==> src/rtl/fpga_rst_sequencer.sv <==
// fpga_rst_sequencer: reset/boot sequencer for the FPGA top.
// Releases clock lock -> DRAM reset/calibration -> SoC/USB reset in order,
// latches the boot mode at SoC release and recovers from lock loss,
// calibration loss or a debounced user reset request.
//
// Ports:
//   clk_i              SoC clock
//   rst_ni             asynchronous active-low reset
//   pll_locked_i       clock wizard lock (async, 2-flop synchronized)
//   dram_calib_done_i  MIG calibration done (async, 2-flop synchronized)
//   usr_rst_req_i      button/VIO reset request (async, synced + debounced)
//   boot_mode_i        boot mode, sampled on the last SOC_RST cycle
//   dram_rst_o         active-high DRAM wrapper reset
//   soc_rst_no         active-low SoC reset
//   usb_rst_no         active-low USB reset (always equals soc_rst_no)
//   boot_mode_o        latched boot mode
//   fail_o             calibration timeout indicator
//   state_o            current state encoding
module fpga_rst_sequencer #(
    parameter int unsigned HoldCycles     = 16,
    parameter int unsigned DebounceCycles = 1000,
    parameter int unsigned CalibTimeout   = 2**20,
    parameter bit          UseDram        = 1'b1
) (
    input  logic       clk_i,
    input  logic       rst_ni,
    input  logic       pll_locked_i,
    input  logic       dram_calib_done_i,
    input  logic       usr_rst_req_i,
    input  logic [1:0] boot_mode_i,
    output logic       dram_rst_o,
    output logic       soc_rst_no,
    output logic       usb_rst_no,
    output logic [1:0] boot_mode_o,
    output logic       fail_o,
    output logic [2:0] state_o
);

    typedef enum logic [2:0] {
        WAIT_LOCK  = 3'd0,
        DRAM_RST   = 3'd1,
        WAIT_CALIB = 3'd2,
        SOC_RST    = 3'd3,
        RUN        = 3'd4,
        FAIL       = 3'd5
    } state_e;

    localparam int unsigned HW = $clog2(HoldCycles + 1);
    localparam int unsigned TW = $clog2(CalibTimeout + 1);
    localparam int unsigned DW = $clog2(DebounceCycles + 1);

    localparam logic [HW-1:0] HOLD_LAST = HW'(HoldCycles - 1);
    localparam logic [TW-1:0] TMO_LAST  = TW'(CalibTimeout - 1);
    localparam logic [DW-1:0] DB_LAST   = DW'(DebounceCycles - 1);

    // ------------------------------------------------------------------
    // Input synchronizers
    // ------------------------------------------------------------------
    logic [1:0] lock_sync_q;
    logic [1:0] calib_sync_q;
    logic [1:0] usr_sync_q;
    logic       lock_s;
    logic       calib_s;
    logic       usr_s;

    always_ff @(posedge clk_i or negedge rst_ni) begin
        if (!rst_ni) begin
            lock_sync_q  <= '0;
            calib_sync_q <= '0;
            usr_sync_q   <= '0;
        end else begin
            lock_sync_q  <= {lock_sync_q[0], pll_locked_i};
            calib_sync_q <= {calib_sync_q[0], dram_calib_done_i};
            usr_sync_q   <= {usr_sync_q[0], usr_rst_req_i};
        end
    end

    assign lock_s  = lock_sync_q[1];
    assign calib_s = calib_sync_q[1];
    assign usr_s   = usr_sync_q[1];

    // ------------------------------------------------------------------
    // User request debounce
    // ------------------------------------------------------------------
    logic          db_stable_q;
    logic          db_stable_d;
    logic [DW-1:0] db_cnt_q;
    logic [DW-1:0] db_cnt_d;
    logic          usr_acc;

    // usr_acc pulses on the edge where the stable level goes 0 -> 1, so a
    // held button produces exactly one request.
    always_comb begin
        db_stable_d = db_stable_q;
        db_cnt_d    = '0;
        usr_acc     = 1'b0;
        if (usr_s != db_stable_q) begin
            if (db_cnt_q == DB_LAST) begin
                db_stable_d = usr_s;
                usr_acc     = usr_s;
            end else begin
                db_cnt_d = db_cnt_q + DW'(1);
            end
        end
    end

    always_ff @(posedge clk_i or negedge rst_ni) begin
        if (!rst_ni) begin
            db_stable_q <= 1'b0;
            db_cnt_q    <= '0;
        end else begin
            db_stable_q <= db_stable_d;
            db_cnt_q    <= db_cnt_d;
        end
    end

    // ------------------------------------------------------------------
    // Sequencer FSM
    // ------------------------------------------------------------------
    state_e        state_q;
    logic [HW-1:0] hold_q;
    logic [TW-1:0] tmo_q;
    logic [1:0]    boot_mode_q;
    logic          dram_rst_q;
    logic          soc_rst_n_q;
    logic          fail_q;
    logic [2:0]    state_out_q;
    logic          in_soc;

    assign in_soc = (state_q == RUN) || (state_q == SOC_RST);

    // Outputs are a registered decode of state_q, so every output (and
    // state_o) moves on the same edge, one cycle after the state register.
    always_ff @(posedge clk_i or negedge rst_ni) begin
        if (!rst_ni) begin
            state_q     <= WAIT_LOCK;
            hold_q      <= '0;
            tmo_q       <= '0;
            boot_mode_q <= 2'b00;
            dram_rst_q  <= UseDram;
            soc_rst_n_q <= 1'b0;
            fail_q      <= 1'b0;
            state_out_q <= 3'd0;
        end else begin
            dram_rst_q  <= UseDram &&
                           (state_q == WAIT_LOCK || state_q == DRAM_RST);
            soc_rst_n_q <= (state_q == RUN);
            fail_q      <= (state_q == FAIL);
            state_out_q <= state_q;

            if (state_q != WAIT_LOCK && !lock_s) begin
                state_q <= WAIT_LOCK;
                hold_q  <= '0;
                tmo_q   <= '0;
            end else if (UseDram && in_soc && !calib_s) begin
                state_q <= DRAM_RST;
                hold_q  <= '0;
            end else if (usr_acc && in_soc) begin
                // soft reset: restart the SoC hold, DRAM left alone
                state_q <= SOC_RST;
                hold_q  <= '0;
            end else if (usr_acc && state_q == FAIL) begin
                state_q <= DRAM_RST;
                hold_q  <= '0;
            end else begin
                unique case (state_q)
                    WAIT_LOCK: begin
                        if (lock_s) begin
                            state_q <= UseDram ? DRAM_RST : SOC_RST;
                            hold_q  <= '0;
                        end
                    end
                    DRAM_RST: begin
                        if (hold_q == HOLD_LAST) begin
                            state_q <= WAIT_CALIB;
                            hold_q  <= '0;
                            tmo_q   <= '0;
                        end else begin
                            hold_q <= hold_q + HW'(1);
                        end
                    end
                    WAIT_CALIB: begin
                        if (calib_s) begin
                            state_q <= SOC_RST;
                            hold_q  <= '0;
                            tmo_q   <= '0;
                        end else if (tmo_q == TMO_LAST) begin
                            state_q <= FAIL;
                            tmo_q   <= '0;
                        end else begin
                            tmo_q <= tmo_q + TW'(1);
                        end
                    end
                    SOC_RST: begin
                        if (hold_q == HOLD_LAST) begin
                            state_q     <= RUN;
                            hold_q      <= '0;
                            boot_mode_q <= boot_mode_i;
                        end else begin
                            hold_q <= hold_q + HW'(1);
                        end
                    end
                    RUN, FAIL: begin
                    end
                    default: begin
                        state_q <= WAIT_LOCK;
                        hold_q  <= '0;
                        tmo_q   <= '0;
                    end
                endcase
            end
        end
    end

    assign dram_rst_o  = dram_rst_q;
    assign soc_rst_no  = soc_rst_n_q;
    assign usb_rst_no  = soc_rst_n_q;
    assign boot_mode_o = boot_mode_q;
    assign fail_o      = fail_q;
    assign state_o     = state_out_q;

endmodule

==> config.mk <==
export PLATFORM = sky130hd
export DESIGN_NAME = fpga_rst_sequencer
export DESIGN_NICKNAME = d
export VERILOG_FILES = /design/src/rtl/fpga_rst_sequencer.sv
export SDC_FILE = /design/constraint.sdc
export NUM_CORES = 1
export LEC_CHECK = 0
export ABC_AREA = 1
export BUFFER_PORTS_ARGS = -buffer_cell sky130_fd_sc_hd__buf_2
export CAP_MARGIN = 10
export CORE_MARGIN = 3
export CORE_UTILIZATION = 65
export DETAILED_ROUTE_END_ITERATION = 10
export GPL_TIMING_DRIVEN = 0
export HOLD_SLACK_MARGIN = 0.05
export PLACE_DENSITY = 0.93
export SLEW_MARGIN = 10
export SYNTH_ARGS = -nofsm -noshare
export SYNTH_HDL_FRONTEND = slang
export SYNTH_SLANG_ARGS = --single-unit
==> constraint.sdc <==
create_clock -name clk_i -period 3.97 [get_ports clk_i]
set_input_delay 0.5955 -clock clk_i [delete_from_list [all_inputs] [get_ports clk_i]]
set_output_delay 0.5955 -clock clk_i [all_outputs]
set_load 0.02 [all_outputs]
[Word level (Yosys, flattened, before mapping)]
Index checks and enable logic that the tools add are counted.
Widths: inputs -> output; s select.
Storage, ports and cells
  register bits after elaboration: 54
  bits in latches: 0
  RAM bits: 0
  memory bits (read-only): 0
  input port bits: 7
  output and inout bits: 9
  logic and storage cells: 88
  memories: 0
Operators by class
  add/sub/neg operators: 3
  multipliers: 0
  div/mod/pow operators: 0
  order comparisons: 0
  eq/ne operators: 20
  shifts and indexed selects: 0
  multiplexer cells: 30
  bitwise gates (word level): 4
  reduce and logical (&&, ||, !) cells: 18
Operators with widths (number)
  $mux 21: 7
  $pmux 21 s3: 1
  $mux 5: 7
  $mux 3: 9
  $add 21x1->21 const B: 1
  $eq 21x20->1 const B: 1
  $mux 10: 2
  $pmux 5 s4: 1
  $pmux 3 s5: 1
  $ne 6x1->1 const B: 2
  $add 10x1->10 const B: 1
  $eq 10x10->1 const B: 1
  $reduce_and 5->1: 2
  $ne 7x7->1 const B: 1
  $eq 3x2->1 const B: 2
  $eq 3x3->1 const B: 2
  $ne 2x2->1 const B: 3
  $ne 6x2->1 const B: 1
  $ne 6x6->1 const B: 1
  $reduce_and 6->1: 1
  $add 5x1->5 const B: 1
  $eq 5x4->1 const B: 1
  $ne 5x5->1 const B: 1
  $logic_and 1x1->1: 4
  14 further kinds: 21

[Logic depth before layout (Yosys ltp)]
  depth after elaboration: 8
  mapped depth: 13

[Worst setup path after synthesis]
Ideal clock, no wire load.
  kind: register to register
  start: register hold_q[0]
  end: register tmo_q[3]
  setup time: 0.119 ns
  data arrival time: 1.397 ns
  data required time: 3.851 ns
  path slack: 2.454 ns
  cell stages (with the launch flop): 11
  buffers on the path: 1
  period minus slack after synthesis: 1.516 ns
  cells stage by stage: dfrtp_1 ha_1 nand3_2 nor2_4 nor2_8 nand2_4 nand2_4 buf_8 nor2_4 xor2_1 nor2_2
On the way
  cells in the longest elaborated chain, start to end: 3
Ends and longest elaborated chain
  start, declared: RTL line 121  | logic [HW-1:0] hold_q;
  start signal, assigned: RTL line 179  | hold_q <= hold_q + HW'(1);
  start signal, assigned: RTL line 200  | hold_q <= hold_q + HW'(1);
  $eq 5x4->1: RTL line 174  | if (hold_q == HOLD_LAST) begin
  $ne 3x1->1 (no source line)
  $reduce_and 5->1 (no source line)
  end signal, assigned: RTL line 191  | tmo_q <= tmo_q + TW'(1);
  end, declared: RTL line 122  | logic [TW-1:0] tmo_q;
No other way between the ends.
A chain may end at the register's enable or synchronous reset.

[Worst setup path in the final report]
  start: register db_cnt_q[0]
  end: register boot_mode_q[1] (netlist: boot_mode_o[1])
On the way
  cells in the longest elaborated chain, start to end: 6
  elaborated cells on any way between the ends: 8
Ends and longest elaborated chain
  start, declared: RTL line 87  | logic [DW-1:0] db_cnt_q;
  start signal, assigned: RTL line 113  | db_cnt_q <= db_cnt_d;
  $eq 10x10->1 (*): RTL line 98  | if (db_cnt_q == DB_LAST) begin
  $mux 1 (*): RTL line 98
  $mux 1 (*): RTL line 97  | if (usr_s != db_stable_q) begin
  $logic_and 1x1->1 (on tied branches): RTL line 162, 158
  $not 1->1 (no source line)
  $reduce_and 6->1 (no source line) (*)
  end signal, assigned: RTL line 198  | boot_mode_q <= boot_mode_i;
  end, declared: RTL line 123  | logic [1:0] boot_mode_q;
Mark *: on every way between the ends. The rest lies on a longest branch, timed or not.

==> metrics.md <==
| Metric | Value |
|---|---|
| Outcome | `finished, final reports clean` |
| Worst Skew | `around 10 ps` |
| Main combinational cell family by area after synthesis | `simple AND/OR/NAND/NOR gates` |
| Max Fclk | `between 0.5 and 0.6 GHz` |
| Initial Util | `between 70% and 80%` |
| Num CTS Buffers | `5` |
| First-pass GRT wire length | `10490 um` |
| Ports | `16` |
| ANT cells | `0` |
| Post-synthesis simple-gate area fraction | `37.36%` |
| Yosys cell types | `35` |
| Clk_lat worst skew | `~320 ps` |
| Worst-Margin Slew | `between 600 and 700 ps` |
| Clock Pin Slew Worst Setup and Hold Paths | `approximately 100 ps` |
| Peak VDD IR | `~0.34 mV` |
| Routed Antenna Nets | `0` |
| Setup-failing EPs final | `0` |
| CP arrival | `1910 ps` |
| Pwr dens | `between 400 and 500 mW/mm^2` |
| Final nets | `roughly 390` |
| Post-synthesis compound-gate area fraction | `between 6 and 7%` |
| Vias in the first global route | `about 2400` |
| Synth Area in XOR/XNOR | `2.071%` |
| CP max FO | `7` |
| Fin crit period | `between 1500 and 2000 ps` |
| Resize count post-CTS | `0` |
| Most frequent cells in the layout | `nand2_1, dfrtp_1, inv_1` |
| Post-CTS Setup Bufs | `0` |
| Drt initial violations | `200` |
| HPWL after DPL | `4359 um` |
| Clk buf depth | `2` |
| Cell taking the most area after synthesis | `dfrtp_1` |
| Register area share after synthesis | `between 40% and 50%` |
| Critical path's slowest cell | `dfrtp_1` |
| Placed insts | `about 430` |
| Crit share post-route | `a little over two fifths` |
| Total number of vias | `about 2500` |
| Max stage delay on crit path | `between 400 and 500 ps` |
| Critical Path, Cell by Cell | `ha_1 -> nand2_1 -> inv_1 -> nand4_1 -> nand2_2 -> nand2_4 -> nand4_1 -> nand2_1 -> o21ai_1` |
| CTS HTree Levels | `2` |
| Setup TNS Final | `0 ps` |
| First-pass DRT Iterations | `7` |
| Avg Cell Area, Syn | `just over 8 um^2` |
| Crit. End Element | `flop` |
| Ranking of synthesized cells by area | `dfrtp_1, nand2_1, inv_1` |
| Critical path class | `flop to flop` |
| Max-cap viol count | `0` |
| Max-slew violations | `0` |
| Total GRT Usage | `25.06%` |
| Buffers on Ports | `15` |
| DR DRC count | `0` |
| CTS tree | `done` |
| R2R setup slack | `around 2300 ps` |
| Routed wire per std cell | `roughly 14 um` |
| Multiplexer share of the synthesized area | `0%` |
| Max_slew headroom | `between 50% and 60%` |
| Pleak | `~1.5 nW` |
| Post-synthesis cell count | `about 360` |
| Area share of the largest cell type after synthesis | `between 40% and 50%` |
| Ys Warns | `0` |
| Endpoints failing hold | `0` |
| Netlist Area Pre-Place | `just under 0.003 mm^2` |
| Pin count of the biggest net entering global routing | `55` |
| Die area | `roughly 0.0054 mm^2` |
| Core Area | `0.004202 mm^2` |
| Hold WC Path Type | `primary input to asynchronous set/reset pin` |
| GRT overflow | `0` |
| Adder-Cell Fraction of Synth Area | `1.268%` |
| Area Growth Syn to Fin | `7.777%` |
| Root buffer cell | `clkbuf_8` |
| Synthesized Nets | `371` |
| Most common cell after layout, fill and taps aside | `nand2_1` |
| Number of synthesized register bits | `54` |
| Drt via density | `~5.7` |
| Layout cell share with drive strength beyond 1 | `19.01%` |
| Startpoint Class | `flop` |
| # rows | `23` |
| WP data required | `4170 ps` |
| Hold-fix buffers, CTS | `0` |
| Final wirelength | `approximately 6100 um` |
| Die Y | `approximately 73 um` |
| RePlAce Congestion | `between 0.9 and 1` |
| Fillers | `281` |
| RSZ-0062 raised after global routing | `false` |
| CTS Sinks | `between 50 and 60` |
| Initial antenna violation count | `0` |
| Die W | `about 73 um` |
| Non-filler cells, final | `approximately 430` |
-- synth_stat cells --
cell type and instances:
a21boi_0 1, nand3_4 2, o21ai_0 7, nor3_1 13, nand2_2 9, nor2_8 1, o21bai_1 1, nor4_1 1
nand4_1 15, nand2_8 1, nand3_1 18, xnor2_1 2, o21ai_1 10, nor2_1 35, inv_1 44, nor2_2 9
nand2_1 85, nand2_4 6, buf_4 1, clkinv_2 1, inv_4 1, nor3b_1 3, xor2_1 5, inv_2 5
dfrtp_1 53, buf_8 1, ha_1 3, nor2_4 6, nand3_2 3, dfstp_2 1, a21oi_1 14, o21ai_2 1
a31oi_1 1, nor3b_2 1, nor4_2 1
-- registers in the layout, summed over array words and instances (netlist names) --
signal,count
usr_sync_q,2
state_o,3
fail_o,1
db_stable_q,1
db_cnt_q,10
boot_mode_o,2
lock_sync_q,2
calib_sync_q,2
dram_rst_o,1
soc_rst_no,1
tmo_q,21
state_q,3
hold_q,5
-- path summary, 6_finish.rpt --
kind / startpoint / end / cells past startpoint
setup / recovery: db_cnt_q[0] / boot_mode_o[1] / 9
hold / removal: rst_ni / db_cnt_q[0] / 1
setup reg to reg: db_cnt_q[0] / boot_mode_o[1] / 9
hold reg to reg: lock_sync_q[0] / lock_sync_q[1] / 0
max in group asynchronous: rst_ni / hold_q[4] / 1
min in group clk_i: lock_sync_q[0] / lock_sync_q[1] / 0
-- worst max-delay path: cells and delay by family, from the launching register on --
family          cells  cell delay (ps)
simple gates        6              820
buf+inv             1               90
compound gates      1               60
fa+ha+maj           1              210
flops               1              410
-- layout make-up --
| class | count | area, um^2 | area share [%] |
|---|---|---|---|
| Buffer | 2 | 22.52 | 0.7059 |
| Clock buffer | 5 | 68.82 | 2.157 |
| Clock inverter | 3 | 21.27 | 0.6667 |
| Inverter | 51 | 195.2 | 6.118 |
| Multi-Input combinational cell | 254 | 1390 | 43.57 |
| Sequential cell | 54 | 1353 | 42.39 |
| Tap cell | 50 | 62.56 | 1.961 |
| Timing Repair Buffer | 15 | 77.57 | 2.431 |
-- per-layer routing --
metal | vias to the layer above | GRT usage (%) | part of all wire [%] | routed length [um]
met5 | - | 0 | 0 | 0
met4 | 0 | 8.853 | 1.7 | 104
met3 | 10 | 4.378 | 4.6 | 282
met2 | 76 | 42.13 | 51 | 3096
met1 | 1170 | 32.50 | 43 | 2623
li1 | 1200 | - | - | -
-- kinds of logic (layout without fill, tap and decap cells) --
logic type,count (synthesis),after routing
AND/OR/NAND/NOR,209,209
flip-flops,54,54
buffers and inverters,53,76
AO/OA/AOI/OAI,35,35
XOR/XNOR,7,7
adder cells (fa/ha/maj),3,3
-- metrics by stage --
stage               hold WS [ps]  instance area, um^2  util [%]  setup WS [ps]  total power, mW
floorplan                  299.9                 2960         -           2454            1.141
global placement           331.5                 3098     73.73           2348            1.267
detailed placement         334.7                 3098     73.73           2291            1.285
CTS                        357.4                 3188     75.88           2265            1.592
global route               351.8                 3191     75.94           2103            1.687
finish                     298.0                 3191     75.94           2267            1.594
-- where the power goes --
part	switching, mW	internal (mW)
logic	0.443	0.197
registers	0.0426	0.605
clock network	0.182	0.124
Note: power is estimated with default switching activity, not from simulation.
